<file path="config.mk">
export PLATFORM = sky130hd
export DESIGN_NAME = jtag_bscan_master
export DESIGN_NICKNAME = d
export VERILOG_FILES = /design/src/rtl/jtag_pkg.sv /design/src/rtl/jtag_tck_gen.sv /design/src/rtl/jtag_bscan_master.sv
export SDC_FILE = /design/constraint.sdc
export NUM_CORES = 1
export LEC_CHECK = 0
export ABC_CLOCK_PERIOD_IN_PS = 4900
export CAP_MARGIN = 20
export CORE_MARGIN = 10
export CORE_UTILIZATION = 53
export CTS_BUF_LIST = sky130_fd_sc_hd__clkbuf_8
export DETAILED_ROUTE_END_ITERATION = 8
export GPL_ROUTABILITY_DRIVEN = 0
export PLACE_DENSITY = 0.82
export SLEW_MARGIN = 20
export SYNTH_ARGS = -nofsm -noshare
export SYNTH_HDL_FRONTEND = slang
export SYNTH_SLANG_ARGS = --single-unit
</file>
<file path="constraint.sdc">
create_clock -name clk -period 4.9 [get_ports clk]
set_clock_uncertainty 0.15 [all_clocks]
set_input_delay 0.98 -clock clk [delete_from_list [all_inputs] [get_ports clk]]
set_output_delay 0.98 -clock clk [all_outputs]
set_load 0.02 [all_outputs]
</file>
<file path="src/rtl/jtag_pkg.sv">
`default_nettype none
// +--------------------------------------------------------------------+
// | jtag_pkg                                                           |
// | TAP state mirror encoding, controller phases, default dimensions.  |
// | Rev 1.0                                                            |
// +--------------------------------------------------------------------+
package jtag_pkg;

    localparam int c_n_default    = 16;
    localparam int c_ir_w_default = 4;
    localparam int c_div_default  = 2;

    typedef enum logic [3:0] {
        TAP_TLR    = 4'h0,
        TAP_RTI    = 4'h1,
        TAP_SEL_DR = 4'h2,
        TAP_CAP_DR = 4'h3,
        TAP_SH_DR  = 4'h4,
        TAP_EX1_DR = 4'h5,
        TAP_PAU_DR = 4'h6,
        TAP_EX2_DR = 4'h7,
        TAP_UPD_DR = 4'h8,
        TAP_SEL_IR = 4'h9,
        TAP_CAP_IR = 4'hA,
        TAP_SH_IR  = 4'hB,
        TAP_EX1_IR = 4'hC,
        TAP_PAU_IR = 4'hD,
        TAP_EX2_IR = 4'hE,
        TAP_UPD_IR = 4'hF
    } tap_state_t;

    typedef enum logic [1:0] {
        CTL_IDLE = 2'd0,
        CTL_PRE  = 2'd1,
        CTL_SCAN = 2'd2,
        CTL_END  = 2'd3
    } ctl_state_t;

    // IEEE 1149.1 TAP controller transition on a TCK rising edge.
    function automatic tap_state_t tap_next(input tap_state_t s, input logic tms);
        tap_state_t n;
        n = TAP_TLR;
        case (s)
            TAP_TLR:    if (tms) n = TAP_TLR;    else n = TAP_RTI;
            TAP_RTI:    if (tms) n = TAP_SEL_DR; else n = TAP_RTI;
            TAP_SEL_DR: if (tms) n = TAP_SEL_IR; else n = TAP_CAP_DR;
            TAP_CAP_DR: if (tms) n = TAP_EX1_DR; else n = TAP_SH_DR;
            TAP_SH_DR:  if (tms) n = TAP_EX1_DR; else n = TAP_SH_DR;
            TAP_EX1_DR: if (tms) n = TAP_UPD_DR; else n = TAP_PAU_DR;
            TAP_PAU_DR: if (tms) n = TAP_EX2_DR; else n = TAP_PAU_DR;
            TAP_EX2_DR: if (tms) n = TAP_UPD_DR; else n = TAP_SH_DR;
            TAP_UPD_DR: if (tms) n = TAP_SEL_DR; else n = TAP_RTI;
            TAP_SEL_IR: if (tms) n = TAP_TLR;    else n = TAP_CAP_IR;
            TAP_CAP_IR: if (tms) n = TAP_EX1_IR; else n = TAP_SH_IR;
            TAP_SH_IR:  if (tms) n = TAP_EX1_IR; else n = TAP_SH_IR;
            TAP_EX1_IR: if (tms) n = TAP_UPD_IR; else n = TAP_PAU_IR;
            TAP_PAU_IR: if (tms) n = TAP_EX2_IR; else n = TAP_PAU_IR;
            TAP_EX2_IR: if (tms) n = TAP_UPD_IR; else n = TAP_SH_IR;
            TAP_UPD_IR: if (tms) n = TAP_SEL_DR; else n = TAP_RTI;
            default:    n = TAP_TLR;
        endcase
        return n;
    endfunction

endpackage
`default_nettype wire

</file>
<file path="src/rtl/jtag_tck_gen.sv">
`default_nettype none
// +--------------------------------------------------------------------+
// | jtag_tck_gen                                                       |
// | TCK divider: DIV clk per half-period, idle low, rise/fall strobes. |
// | Rev 1.0                                                            |
// +--------------------------------------------------------------------+
module jtag_tck_gen
    import jtag_pkg::*;
#(
    parameter int DIV = c_div_default
) (
    input  logic clk,
    input  logic rst,
    input  logic i_en,
    output logic o_tck,
    output logic o_rise,
    output logic o_fall
);

    localparam int c_cw = (DIV > 1) ? $clog2(DIV) : 1;
    localparam logic [c_cw-1:0] c_last = c_cw'(DIV - 1);

    logic [c_cw-1:0] r_cnt;
    logic            r_tck;
    logic            w_wrap;

    // Strobes fire in the cycle before TCK toggles so the consumer updates on the same edge.
    assign w_wrap = i_en && (r_cnt == c_last);
    assign o_rise = w_wrap && !r_tck;
    assign o_fall = w_wrap && r_tck;
    assign o_tck  = r_tck;

    always_ff @(posedge clk or posedge rst) begin
        if (rst) begin
            r_cnt <= '0;
            r_tck <= 1'b0;
        end else if (!i_en) begin
            r_cnt <= '0;
            r_tck <= 1'b0;
        end else if (w_wrap) begin
            r_cnt <= '0;
            r_tck <= !r_tck;
        end else begin
            r_cnt <= r_cnt + 1'b1;
        end
    end

endmodule
`default_nettype wire

</file>
<file path="src/rtl/jtag_bscan_master.sv">
`default_nettype none
// +--------------------------------------------------------------------+
// | jtag_bscan_master                                                  |
// | Bit-banged JTAG master: optional TLR preamble, IR scan, DR scan.   |
// | Rev 1.0                                                            |
// +--------------------------------------------------------------------+
module jtag_bscan_master
    import jtag_pkg::*;
#(
    parameter int N    = c_n_default,
    parameter int DR_W = 3*N+3,
    parameter int IR_W = c_ir_w_default,
    parameter int DIV  = c_div_default
) (
    input  logic            clk,
    input  logic            rst,
    input  logic            start,
    input  logic            tap_reset,
    input  logic [IR_W-1:0] ir_in,
    input  logic [DR_W-1:0] dr_in,
    output logic            busy,
    output logic            done,
    output logic [IR_W-1:0] ir_out,
    output logic [DR_W-1:0] dr_out,
    output logic            TCK,
    output logic            TMS,
    output logic            TDI,
    input  logic            TDO
);

    localparam int c_len = (DR_W > IR_W) ? DR_W : IR_W;
    localparam int c_cw  = $clog2(((c_len > 6) ? c_len : 6) + 1);
    localparam logic [c_cw-1:0] c_ir_last  = c_cw'(IR_W - 1);
    localparam logic [c_cw-1:0] c_dr_last  = c_cw'(DR_W - 1);
    localparam logic [c_cw-1:0] c_pre_last = c_cw'(5);

    ctl_state_t      r_ctl;
    tap_state_t      r_tap;
    logic [c_cw-1:0] r_cnt;
    logic            r_pre_req;
    logic            r_ir_done;
    logic [IR_W-1:0] r_ir_sh;
    logic [DR_W-1:0] r_dr_sh;
    logic            r_busy, r_done, r_tms, r_tdi;
    logic [IR_W-1:0] r_ir_out;
    logic [DR_W-1:0] r_dr_out;
    logic            w_rise, w_fall, w_tck;
    logic            w_tms_scan;

    jtag_tck_gen #(.DIV(DIV)) u_tck_gen (
        .clk    (clk),
        .rst    (rst),
        .i_en   (r_busy),
        .o_tck  (w_tck),
        .o_rise (w_rise),
        .o_fall (w_fall)
    );

    // TMS for the next rising edge, chosen from where the mirrored TAP now sits.
    always_comb begin
        w_tms_scan = 1'b1;
        case (r_tap)
            TAP_SEL_DR: w_tms_scan = !r_ir_done;
            TAP_SEL_IR, TAP_CAP_IR,
            TAP_CAP_DR, TAP_UPD_DR: w_tms_scan = 1'b0;
            TAP_SH_IR:  w_tms_scan = (r_cnt == c_ir_last);
            TAP_SH_DR:  w_tms_scan = (r_cnt == c_dr_last);
            default:    w_tms_scan = 1'b1;
        endcase
    end

    always_ff @(posedge clk or posedge rst) begin
        if (rst) begin
            r_ctl     <= CTL_IDLE;
            r_tap     <= TAP_TLR;
            r_cnt     <= '0;
            r_pre_req <= 1'b1;
            r_ir_done <= 1'b0;
            r_ir_sh   <= '0;
            r_dr_sh   <= '0;
            r_busy    <= 1'b0;
            r_done    <= 1'b0;
            r_tms     <= 1'b1;
            r_tdi     <= 1'b0;
            r_ir_out  <= '0;
            r_dr_out  <= '0;
        end else begin
            r_done <= 1'b0;
            if (r_ctl == CTL_IDLE) begin
                if (start) begin
                    // Both the preamble and the IR walk open with TMS=1; TCK is low here.
                    r_busy    <= 1'b1;
                    r_tms     <= 1'b1;
                    r_tdi     <= 1'b0;
                    r_cnt     <= '0;
                    r_ir_done <= 1'b0;
                    r_ir_sh   <= ir_in;
                    r_dr_sh   <= dr_in;
                    r_pre_req <= 1'b0;
                    r_ctl     <= (tap_reset || r_pre_req) ? CTL_PRE : CTL_SCAN;
                end
            end else begin
                if (w_rise) begin
                    r_tap <= tap_next(r_tap, r_tms);
                    if (r_tap == TAP_SH_IR) r_ir_out <= {TDO, r_ir_out[IR_W-1:1]};
                    if (r_tap == TAP_SH_DR) r_dr_out <= {TDO, r_dr_out[DR_W-1:1]};
                    if (r_ctl == CTL_PRE) begin
                        if (r_cnt == c_pre_last) begin
                            r_ctl <= CTL_SCAN;
                            r_cnt <= '0;
                        end else begin
                            r_cnt <= r_cnt + 1'b1;
                        end
                    end else begin
                        if (r_tap == TAP_UPD_IR) r_ir_done <= 1'b1;
                        if (r_tap == TAP_UPD_DR) r_ctl <= CTL_END;
                        if ((r_tap == TAP_SH_IR || r_tap == TAP_SH_DR) && !r_tms)
                            r_cnt <= r_cnt + 1'b1;
                        else
                            r_cnt <= '0;
                    end
                end
                if (w_fall) begin
                    r_tdi <= 1'b0;
                    if (r_ctl == CTL_END) begin
                        r_ctl  <= CTL_IDLE;
                        r_busy <= 1'b0;
                        r_done <= 1'b1;
                        r_tms  <= 1'b0;
                    end else if (r_ctl == CTL_PRE) begin
                        r_tms <= (r_cnt != c_pre_last);
                    end else begin
                        r_tms <= w_tms_scan;
                        if (r_tap == TAP_SH_IR) begin
                            r_tdi   <= r_ir_sh[0];
                            r_ir_sh <= r_ir_sh >> 1;
                        end
                        if (r_tap == TAP_SH_DR) begin
                            r_tdi   <= r_dr_sh[0];
                            r_dr_sh <= r_dr_sh >> 1;
                        end
                    end
                end
            end
        end
    end

    assign busy   = r_busy;
    assign done   = r_done;
    assign ir_out = r_ir_out;
    assign dr_out = r_dr_out;
    assign TCK    = w_tck;
    assign TMS    = r_tms;
    assign TDI    = r_tdi;

endmodule
`default_nettype wire

</file>
* Word level (Yosys, flattened, before mapping) *
Cells that the tools add are included.

operators by class
  $add $sub $neg = 2
  $mul = 0
  div/mod/pow operators = 0
  order comparisons = 0
  eq/ne operators = 25
  shifts and indexed selects = 0
  multiplexer cells = 67
  bitwise operators = 1
  reduce and logical (&&, ||, !) cells = 31

operator list
  operator                                                                  number
  51-bit two-way mux                                                        6
  4-bit case mux with 12 select lines                                       1
  4-bit two-way mux                                                         10
  6-bit two-way mux                                                         6
  4-bit == test (second input constant)                                     8
  1-bit two-way mux                                                         29
  2-bit two-way mux                                                         12
  4-bit by 3-bit == test with 1-bit output (second input constant)          4
  2-bit nonzero test                                                        6
  5-bit AND reduction                                                       2
  3-bit AND reduction                                                       3
  4-bit by 2-bit == test with 1-bit output (second input constant)          2
  2-bit AND reduction                                                       4
  6-bit by 1-bit adder with 6-bit output (second input constant)            1
  6-bit by 2-bit == test with 1-bit output (second input constant)          1
  6-bit by 3-bit == test with 1-bit output (second input constant)          1
  6-bit == test (second input constant)                                     1
  3-bit two-way mux                                                         2
  2-bit inequality test (second input constant)                             3
  6-bit by 3-bit inequality test with 1-bit output (second input constant)  1
  4-bit by 1-bit == test with 1-bit output (second input constant)          1
  1-bit logical AND                                                         4
  4-bit zero test                                                           1
  1-bit case mux with 4 select lines                                        1
  other kinds (12)                                                          16

storage, ports and cells
  flip-flop bits (word level) = 130
  latch bits = 0
  RAM bits = 0
  bits in read-only memories = 0
  input bits = 60
  output and inout bits = 60
  logic and storage cells = 141
  memories kept = 0

* Logic depth before layout (Yosys ltp) *
Gate-level depths: netlist (run 1).

  depth after elaboration = 7
  gate-level depth with buffers = 10

* Cells and area by module *
A second synthesis (run 1) with hierarchy kept.

unflattened totals
  cells, all modules = 525
  area total of the unflattened synthesis = 5926.9 µm²

by module, submodules not included
  module             instances  cells an instance  area an instance (µm²)  seq. area each (µm²)
  jtag_bscan_master  1          516                5834.3                  3205.6
  jtag_tck_gen       1          9                  92.6                    50.0

* Worst setup path before layout (run 1) *
No wires, ideal clock.

  kind = register to register
  from = register u_tck_gen.r_tck, in the netlist u_tck_gen.o_tck
  to = register r_dr_out[0], in the netlist dr_out[0]
  arrival time = 1.811 ns
  required time = 4.625 ns
  path slack = 2.815 ns
  cell stages (with the launch flop) = 8
  clock period less this slack = 2.085 ns
  cell sequence = dfrtp_1 > and3b_1 > buf_2 > and2_0 > clkbuf_1 > nand2_1 > buf_2 > mux2_2

between the ends
  longest elaborated chain between the ends = 3

RTL lines
  item                                  line                      source
  start: declaration                    jtag_tck_gen.sv:24        logic r_tck;
  start signal: assignment              jtag_tck_gen.sv:42        r_tck <= !r_tck;
  1-bit zero test                       jtag_tck_gen.sv:29        assign o_rise = w_wrap && !r_tck;
  1-bit logical AND                     jtag_tck_gen.sv:29
  3-bit AND reduction (no source line)  n/a
  end signal: assignment                jtag_bscan_master.sv:106  if (r_tap == TAP_SH_DR) r_dr_out <= {TDO, r_dr_out[DR_W-1:1]};
  end: declaration                      jtag_bscan_master.sv:46   logic [DR_W-1:0] r_dr_out;

Every way passes these cells.
A chain may end at the register's enable or synchronous reset.

* Worst setup path in the final report (run 1) *
  from = register r_ctl[1]
  to = register r_dr_sh[12]

between the ends
  longest elaborated chain between the ends = 3
  elaborated cells between the ends (all ways) = 10
  classes of those cells = eq/ne: 5; mux: 1; reduce/logical: 4

RTL lines
  item                                                                          line                      source
  start: declaration                                                            jtag_bscan_master.sv:37   ctl_state_t r_ctl;
  start signal: assignment                                                      jtag_bscan_master.sv:100  r_ctl <= (tap_reset || r_pre_req) ? CTL_PRE : CTL_SCAN;
  2-bit == test (tied with other cells)                                         jtag_bscan_master.sv:125  if (r_ctl == CTL_END) begin
  2-bit inequality test (no source line) or 2-bit nonzero test (tied branches)  n/a
  5-bit AND reduction (no source line)                                          n/a
  end signal: assignment                                                        jtag_bscan_master.sv:98   r_dr_sh <= dr_in;
  end signal: assignment                                                        jtag_bscan_master.sv:140  r_dr_sh <= r_dr_sh >> 1;
  end: declaration                                                              jtag_bscan_master.sv:43   logic [DR_W-1:0] r_dr_sh;

Several ways; a longest one is shown, not always the timed one.

==> flow_summary.toml, run 1 <==
[outcome]
status = "finished clean"

[floorplanning]
ios = 120
die_x_um = 125
start_util = 0.542
core_area_mm2 = 0.0108
rows = 38
die_area_mm2 = 0.0157
die_y_um = 125

[placed_design]
port_buffers = 119
dp_hpwl_mm = 9.47
dp.cells = 753

[sta]
drv_slew = 0
rsz0062_at_grt = "no"
period_share = 0.634
hold_ws_ns = 0.339
tns_ns = 0
setup_viol = 0
min_period_ns = 3.11
timing.fmax_mhz = 322
slew_headroom = 0.415
worstMarginPinSlew_ns = 0.877
timing.final.hold_violations = 0

[pwr]
total_power_uw = 3860
ir_worst_vdd_uv = 338
p_sw_uw = 1340
power_density_mw_per_mm2 = 508
p_int_uw = 2520
combPwrFrac = 0.332
seqPwrFrac = 0.413
p_clk_frac = 0.255
leakage_uw = 0.00345
switching_share = 0.347

[clocking]
cts.sinks = 130
cts_buffers = 17
htreeDepth = 4
clk_pin_slew_ns = 0.08
hold_buffers = 0
cts_setup_buffers = 0
cts_tree = "done"
post_cts_resized = 0
clk_latency_ns = 0.44
root_buffer = "clkbuf_8"
clock_path_buffers = 2

[drt]
first_pass_iters = 5
wire_per_inst_um = 16.8
vias = 4318
detail-route-antenna-nets = 0
drt-total-wl_mm = 13.2
route.detailed.drc = 0
routed_via_density = 5.50
drt_iter0_drc = 367

[global_routing]
grtUsageTotal = 0.169
grt_overflow = 0
grt_pass1_wl_mm = 22.0
grt_max_degree = 56
grt_pass1_vias = 4494
antenna_found_initial = 0

[synthesis]
yosys.area.top_type_share = 0.545
synthCells = 521
syn_nets = 586
synth-main-ff-cell = "dfrtp_1"
synthTopCellsByArea = "dfrtp_1 55%, mux2_2 11%, mux2i_1 9.0%"
postSynth.asyncResetShare = 1.00
synth_warnings = 0
synth_seq_area_share = 0.554
synth_cell_types = 46
synthesis.area_mm2 = 0.00587
synth-edff-count = 0
syn_area_per_cell_um2 = 11.3
ys_seq_elements = 130
synth_top_area_cell = "dfrtp_1"

[final_layout]
fillers = 810
area_growth_pct = 29.3
stdcell_count = 785
diodes = 0
drive_gt1_frac = 0.155
nets = 697

[worst_setup_path]
crit_path_end_kind = "flip-flop"
start_kind = "flip-flop"
crit_fanout = 55
worstPathRequired_ns = 5.07
worstSetupPathType = "flip-flop to flip-flop"
worstPathArrival_ns = 3.28

[hold_path]
hold_path_class = "flip-flop to flip-flop"

[run]
drv_cap = 0
[Yosys cell counts, types with 2 or more instances]
| cell type | count |
|---|---|
| dfrtp_1 | 128 |
| nor2_1 | 67 |
| a21oi_1 | 64 |
| mux2_2 | 55 |
| mux2i_1 | 53 |
| nand2_1 | 23 |
| o21ai_0 | 23 |
| buf_2 | 13 |
| clkbuf_1 | 13 |
| inv_1 | 10 |
| ha_1 | 5 |
| nand3_1 | 5 |
| nor3_1 | 5 |
| a21o_1 | 4 |
| buf_4 | 4 |
| and2_1 | 3 |
| and3_1 | 3 |
| nand4_1 | 3 |
| o22ai_1 | 3 |
| o31ai_1 | 3 |
| a211o_1 | 2 |
| a211oi_1 | 2 |
| a31oi_1 | 2 |
| and4b_1 | 2 |
| dfstp_2 | 2 |
| nor3b_1 | 2 |
| nor4_1 | 2 |
| or3_1 | 2 |
[final timing paths]
kind                                  from          end  slack [ns]  cells past startpoint
worst min register to register  r_ir_sh[3]   r_ir_sh[3]        0.34                      2
max in group asynchronous              rst  r_dr_sh[23]        2.75                      3
worst max-delay path              r_ctl[1]  r_dr_sh[12]        1.79                      8
worst max register to register    r_ctl[1]  r_dr_sh[12]        1.79                      8
min in group asynchronous              rst   dr_out[17]        0.83                      2
worst min-delay path            r_ir_sh[3]   r_ir_sh[3]        0.34                      2
[per-stage QoR]
step,area (µm²),utilization,worst slack [ns]
2_1_floorplan,5870,-,0.304
3_3_place_gp,7140,0.659,1.67
3_5_place_dp,7140,0.659,1.57
4_1_cts,7590,0.700,1.85
5_1_grt,7590,0.700,1.61
6_report,7590,0.700,1.79
[power by group through the flow]
stage / registers [µW] / clock network (µW) / logic [µW]
global placement: 1590 / 0 / 1230
detailed placement: 1600 / 0 / 1280
global route: 1630 / 1050 / 1440
floorplan: 1540 / 0 / 1030
CTS: 1590 / 1010 / 1290
finish: 1590 / 984 / 1280
[kinds of logic after synthesis]
family	synth area share
flip-flops	0.554
AND/OR/NAND/NOR	0.0999
AO/OA/AOI/OAI	0.103
multiplexers	0.196
buffers and inverters	0.0328
adder cells (fa/ha/maj)	0.0107
XOR/XNOR	0.00298
[critical path, stage by stage (launching register included)]
cell and delay (ns):
dfrtp_1 0.45, inv_1 0.16, ha_4 0.24, buf_4 0.69, o21ai_0 0.19, and2_2 0.50, buf_12 0.31, nor2_1 0.13
a21oi_1 0.06
[cell type report]
cell class / instances / area [µm²] / area share
multi-input combinational: 350 / 2440 / 0.322
inverter: 10 / 40.0 / 0.00527
clock inverter: 9 / 125 / 0.0165
clock buffer: 23 / 317 / 0.0417
tap: 140 / 175 / 0.0231
sequential: 130 / 3260 / 0.429
timing repair buffer: 123 / 1230 / 0.163
[layer usage]
layer,track usage,routed length (µm),up-vias,part of all wire
li1,-,-,2073,-
met1,0.182,5190,2125,0.39
met2,0.306,7220,98,0.55
met3,0.0520,599,22,0.045
met4,0.0610,190,0,0.014
met5,0,0,-,0
[registers in the layout (all words and copies together) (netlist names)]
name             flops
r_dr_sh             51
u_tck_gen.o_tck      1
done                 1
dr_out              51
u_tck_gen.r_cnt      1
TMS                  1
TDI                  1
ir_out               4
r_ir_sh              4
r_ir_done            1
r_ctl                2
r_pre_req            1
busy                 1
r_tap                4
r_cnt                6
[cell usage in the layout (no fill, tap or decap), types with 2 or more instances in the layout]
| cell | count |
|---|---|
| and3_1 | 3 |
| nor3_1 | 5 |
| clkinv_2 | 4 |
| a21o_1 | 4 |
| nand3_1 | 5 |
| bufinv_16 | 3 |
| nor2_1 | 67 |
| nor3b_1 | 2 |
| a31oi_1 | 2 |
| clkbuf_8 | 23 |
| clkinvlp_4 | 2 |
| clkdlybuf4s50_1 | 119 |
| mux2_2 | 55 |
| and2_1 | 2 |
| mux2i_1 | 53 |
| o31ai_1 | 3 |
| a211o_1 | 2 |
| a21oi_1 | 64 |
| nand2_1 | 22 |
| nor4_1 | 2 |
| dfstp_2 | 2 |
| ha_1 | 4 |
| a211oi_1 | 2 |
| inv_1 | 9 |
| nand4_1 | 3 |
| dfrtp_1 | 128 |
| o21ai_0 | 23 |
| and4b_1 | 2 |
| buf_4 | 3 |
| or3_1 | 2 |
| o22ai_1 | 3 |
(Power assumes the default switching activity.)
==> run 2, diff against run 1 <==
--- a/config.mk
+++ b/config.mk
@@ -5,14 +5,14 @@
 export SDC_FILE = /design/constraint.sdc
 export NUM_CORES = 1
 export LEC_CHECK = 0
-export ABC_CLOCK_PERIOD_IN_PS = 4900
+export ABC_CLOCK_PERIOD_IN_PS = 2600
 export CAP_MARGIN = 20
 export CORE_MARGIN = 10
-export CORE_UTILIZATION = 53
+export CORE_UTILIZATION = 48
 export CTS_BUF_LIST = sky130_fd_sc_hd__clkbuf_8
 export DETAILED_ROUTE_END_ITERATION = 8
 export GPL_ROUTABILITY_DRIVEN = 0
-export PLACE_DENSITY = 0.82
+export PLACE_DENSITY = 0.78
 export SLEW_MARGIN = 20
 export SYNTH_ARGS = -nofsm -noshare
 export SYNTH_HDL_FRONTEND = slang
==> constraint.sdc (replaced) <==
create_clock -name clk -period 2.6 [get_ports clk]
set_clock_uncertainty 0.15 [all_clocks]
set_input_delay 0.52 -clock clk [delete_from_list [all_inputs] [get_ports clk]]
set_output_delay 0.52 -clock clk [all_outputs]
set_load 0.02 [all_outputs]
==> run 2 against run 1 <==
Against the previous run: core utilization down 6.7 points; first-iteration DRC count up 35%; non-clock buffer count up 11; worst hold slack worse by 0.0022 ns.
==> flow_summary.toml, run 2 (synthesized netlist as in run 1, its figures left out) <==
[drt]
route.detailed.drc = 0
highest_layer = "met4"
dr_wl_met3_um = 664
detail-route-antenna-nets = 0
wire_per_inst_um = 16.9
dr_wl_met2_mm = 7.30
met1_length_mm = 5.42
drt_iter0_drc = 497
drt-total-wl_mm = 13.6
first_pass_iters = 7
routed_via_density = 5.39
vias = 4322

[clocking]
root_buffer = "clkbuf_8"
clock_path_buffers = 2
clk_pin_slew_ns = 0.07
cts.sinks = 130
htreeDepth = 4
cts_setup_buffers = 0
clk_latency_ns = 0.44
post_cts_resized = 0
hold_buffers = 0
cts_buffers = 17
cts_tree = "done"

[sta]
timing.fmax_mhz = 411
slew_headroom = 0.585
tns_ns = 0
min_period_ns = 2.44
setup_viol = 0
drv_slew = 0
timing.final.hold_violations = 0
period_share = 0.937
rsz0062_at_grt = "no"
worstMarginPinSlew_ns = 0.621

[global_routing]
antenna_found_initial = 0
grt_pass1_vias = 4440
grt_overflow = 0
grtUsageTotal = 0.165
grt_pass1_wl_mm = 22.2
grt_max_degree = 79

[final_layout]
drive_gt1_frac = 0.160
area_growth_pct = 29.6
nets = 708
final_util = 0.634
stdcell_count = 802
design_area_mm2 = 0.00761
final_common_cell = "dfrtp_1"
diodes = 0
layout_common_cells = "128 x dfrtp_1, 119 x clkdlybuf4s50_1, 67 x nor2_1"
fillers = 935

[worst_setup_path]
start_kind = "flip-flop"
crit_path_start = "r_ctl[1]"
worstSetupPathType = "flip-flop to flip-flop"
worstPathRequired_ns = 2.77
crit_fanout = 51
crit_slowest_cell = "buf_4"
r2r-start = "r_ctl[1]"
crit_path_frequent_cell = "inv_1"
r2r_cells = 7
path_cells = "inv_1 > ha_4 > inv_1 > and2_0 > nand2_2 > buf_4 > mux2_2"
worstPathArrival_ns = 2.60
crit_path_end_kind = "flip-flop"
critPathMaxStageDelay_ns = 0.50

[hold_path]
worstHoldStart = "r_ir_sh[1]"
hold_depth = 2
hold_path_class = "flip-flop to flip-flop"

[floorplanning]
core_area_mm2 = 0.0120
die_x_um = 131
die_y_um = 131
start_util = 0.489
ios = 120
rows = 40
die_area_mm2 = 0.0171

[pwr]
ir_worst_vdd_uv = 505
power_density_mw_per_mm2 = 923
total_power_uw = 7020
leakage_uw = 0.00348

[outcome]
status = "finished clean"

[placed_design]
post_dp_cell_area_mm2 = 0.00726
dp.cells = 771
dp_hpwl_mm = 9.77
port_buffers = 119

[run]
drv_cap = 0
==> run 2: power by group <==
| part | internal (µW) | switching (µW) |
|---|---|---|
| registers | 2550 | 383 |
| logic | 1150 | 1400 |
| clock network | 799 | 732 |
| total | 4510 | 2520 |
==> run 2: per-layer routing <==
| layer | GRT usage | vias up |
|---|---|---|
| met5 | 0 | - |
| met4 | 0.0680 | 0 |
| met3 | 0.0459 | 21 |
| met2 | 0.285 | 127 |
| met1 | 0.188 | 2090 |
| li1 | - | 2084 |
==> run 2: area by class of cell <==
cell class,count,area [µm²],area share
sequential,130,3260,0.428
multi-input combinational,350,2440,0.321
timing repair buffer,134,1340,0.176
clock buffer,20,275,0.0362
tap,147,184,0.0242
clock inverter,11,73.8,0.00970
inverter,10,41.3,0.00542
==> run 2: path summary, 6_finish.rpt <==
kind | endpoint | slack (ns)
max | dr_out[43] | 0.16
min | r_ir_sh[1] | 0.34
max reg2reg | dr_out[43] | 0.16
min reg2reg | r_ir_sh[1] | 0.34
max in group asynchronous | r_pre_req | 1.49
min in group asynchronous | dr_out[26] | 0.41
==> run 2: critical path, delay by kind of cell, from the launching register on <==
kind / cells / cell delay [ns]
buffers and inverters: 3 / 0.81
AND/OR/NAND/NOR: 2 / 0.25
adder cells (fa/ha/maj): 1 / 0.23
multiplexers: 1 / 0.40
flip-flops: 1 / 0.45
==> run 2: per-stage QoR <==
step / setup slack, ns / hold slack [ns]
after floorplan: 0.322 / 0.299
after global placement: 0.320 / 0.312
after detailed placement: 0.211 / 0.324
after CTS: 0.175 / 0.339
after global routing: 0.00541 / 0.372
final: 0.165 / 0.337
==> run 3, diff against run 2 <==
--- a/config.mk
+++ b/config.mk
@@ -7,6 +7,7 @@
 export LEC_CHECK = 0
 export ABC_CLOCK_PERIOD_IN_PS = 2600
 export CAP_MARGIN = 20
+export CORE_ASPECT_RATIO = 2
 export CORE_MARGIN = 10
 export CORE_UTILIZATION = 48
 export CTS_BUF_LIST = sky130_fd_sc_hd__clkbuf_8
==> run 3 against run 2 <==
Against the previous run: sequential power hardly changed; power up 4.9%; count of clock-buffer cells in the layout fell by 2; fmax rose by 1.7%; critical path depth shrank 6; via count grew 1.0%; core utilization grew 0.64 points; largest power group unchanged; highest routed layer unchanged.
==> flow_summary.toml, run 3 (synthesized netlist as in run 1, its figures left out) <==
[worst_setup_path]
rrSetupSlack_ns = 0.26
cp-endpoint = "TMS"
r2r-start = "r_ctl[1]"
timing.critical_path.buf_inv = 1
cp_top_family = "flip-flops"
r2r_end = "r_dr_sh[29]"
crit_fanout = 8
crit_path_end_kind = "output pin"
crit_slowest_cell = "dfstp_2"
worstSetupPathType = "flip-flop to output pin"
r2r_cells = 7
worstPathRequired_ns = 1.93
path_cells = "clkdlybuf4s50_1"
crit_cells = 1
critPathMaxStageDelay_ns = 0.65
start_kind = "flip-flop"
worstPathArrival_ns = 1.72
crit_path_start = "TMS"

[floorplanning]
start_util = 0.487
rows = 57
die_y_um = 176
die_area_mm2 = 0.0173
die_x_um = 98.2
ios = 120
core_area_mm2 = 0.0121

[global_routing]
grt_pass1_wl_mm = 23.4
met1_usage = 0.157
antenna_found_initial = 0
grt_overflow = 0
grt_pass1_vias = 4626
grt_use_met2 = 0.322
grtUsageMet3 = 0.0380
grt-busiest-layer = "met2"
grt_max_degree = 80
grtUsageTotal = 0.165

[placed_design]
pre_cts_ws_ns = 0.270
dp.cells = 773
port_buffers = 119
dp_hpwl_mm = 10.7

[drt]
detail-route-antenna-nets = 0
drt_iter0_drc = 216
route.detailed.drc = 0
routed_via_density = 5.42
drt-total-wl_mm = 14.3
first_pass_iters = 4
wire_per_inst_um = 17.8
vias = 4367

[clocking]
cts_buffers = 17
htreeDepth = 4
hold_buffers = 0
post_cts_resized = 0
clk_latency_ns = 0.42
clock_path_buffers = 2
root_buffer = "clkbuf_8"
cts_tree = "done"
cts.sinks = 130
clk_pin_slew_ns = 0.08
cts_setup_buffers = 0

[sta]
rsz0062_at_grt = "no"
setup_viol = 0
tns_ns = 0
drv_slew = 0
period_share = 0.921
timing.fmax_mhz = 418
timing.final.hold_violations = 0
slew_headroom = 0.667
hold_ws_ns = 0.345
min_period_ns = 2.39
worstMarginPinSlew_ns = 0.495
layout_setup_ws_ns = 0.206

[pwr]
leakage_uw = 0.00351
power_density_mw_per_mm2 = 955
total_power_uw = 7370
ir_worst_vdd_uv = 1130

[outcome]
status = "finished clean"

[hold_path]
hold_depth = 2
hold_path_class = "flip-flop to flip-flop"

[final_layout]
drive_gt1_frac = 0.172
area_growth_pct = 31.4
stdcell_count = 805
diodes = 0
final_common_cell = "dfrtp_1"
layout_common_cells = "128 x dfrtp_1, 119 x clkdlybuf4s50_1, 67 x nor2_1"
nets = 710
fillers = 932

[run]
drv_cap = 0
==> run 3: area by class of cell <==
type,instances,area (µm²),area share
Clock buffer,18,248,0.0321
Clock inverter,14,178,0.0230
Inverter,10,41.3,0.00535
Multi-Input combinational cell,350,2440,0.316
Sequential cell,130,3260,0.422
Tap cell,147,184,0.0238
Timing Repair Buffer,136,1370,0.177
==> run 3: power by group <==
| group | leakage (µW) | total, µW | switching (µW) | internal [µW] |
|---|---|---|---|---|
| Sequential | 0.00163 | 2920 | 375 | 2550 |
| Clock | 0.000214 | 1820 | 831 | 989 |
| Combinational | 0.00166 | 2620 | 1440 | 1180 |
==> run 3: worst min path at each step <==
stage,from,end,slack (ns)
global placement,r_ir_sh[3],r_ir_sh[3],0.31
global route,r_pre_req,r_pre_req,0.36
floorplan,r_ir_sh[1],r_ir_sh[1],0.30
detailed placement,r_ir_sh[1],r_ir_sh[1],0.33
CTS,r_ir_sh[1],r_ir_sh[1],0.35
finish,r_ir_sh[3],r_ir_sh[3],0.35
==> run 3: stage by stage <==
step / utilization / area, µm²
5_1_grt: 0.640 / 7710
6_report: 0.640 / 7710
4_1_cts: 0.640 / 7710
3_3_place_gp: 0.605 / 7290
3_5_place_dp: 0.605 / 7290
2_1_floorplan: - / 5880
==> run 3: tightest hold or removal path, cell delays in order (launching register included) <==
cell	delay, ns
dfrtp_1	0.36
nand2_1	0.05
o21ai_0	0.06
==> run 3: routing by layer <==
metal | vias up | share of wire
li1 | 2084 | -
met1 | 2149 | 0.34
met2 | 104 | 0.60
met3 | 30 | 0.034
met4 | 0 | 0.028
met5 | - | 0
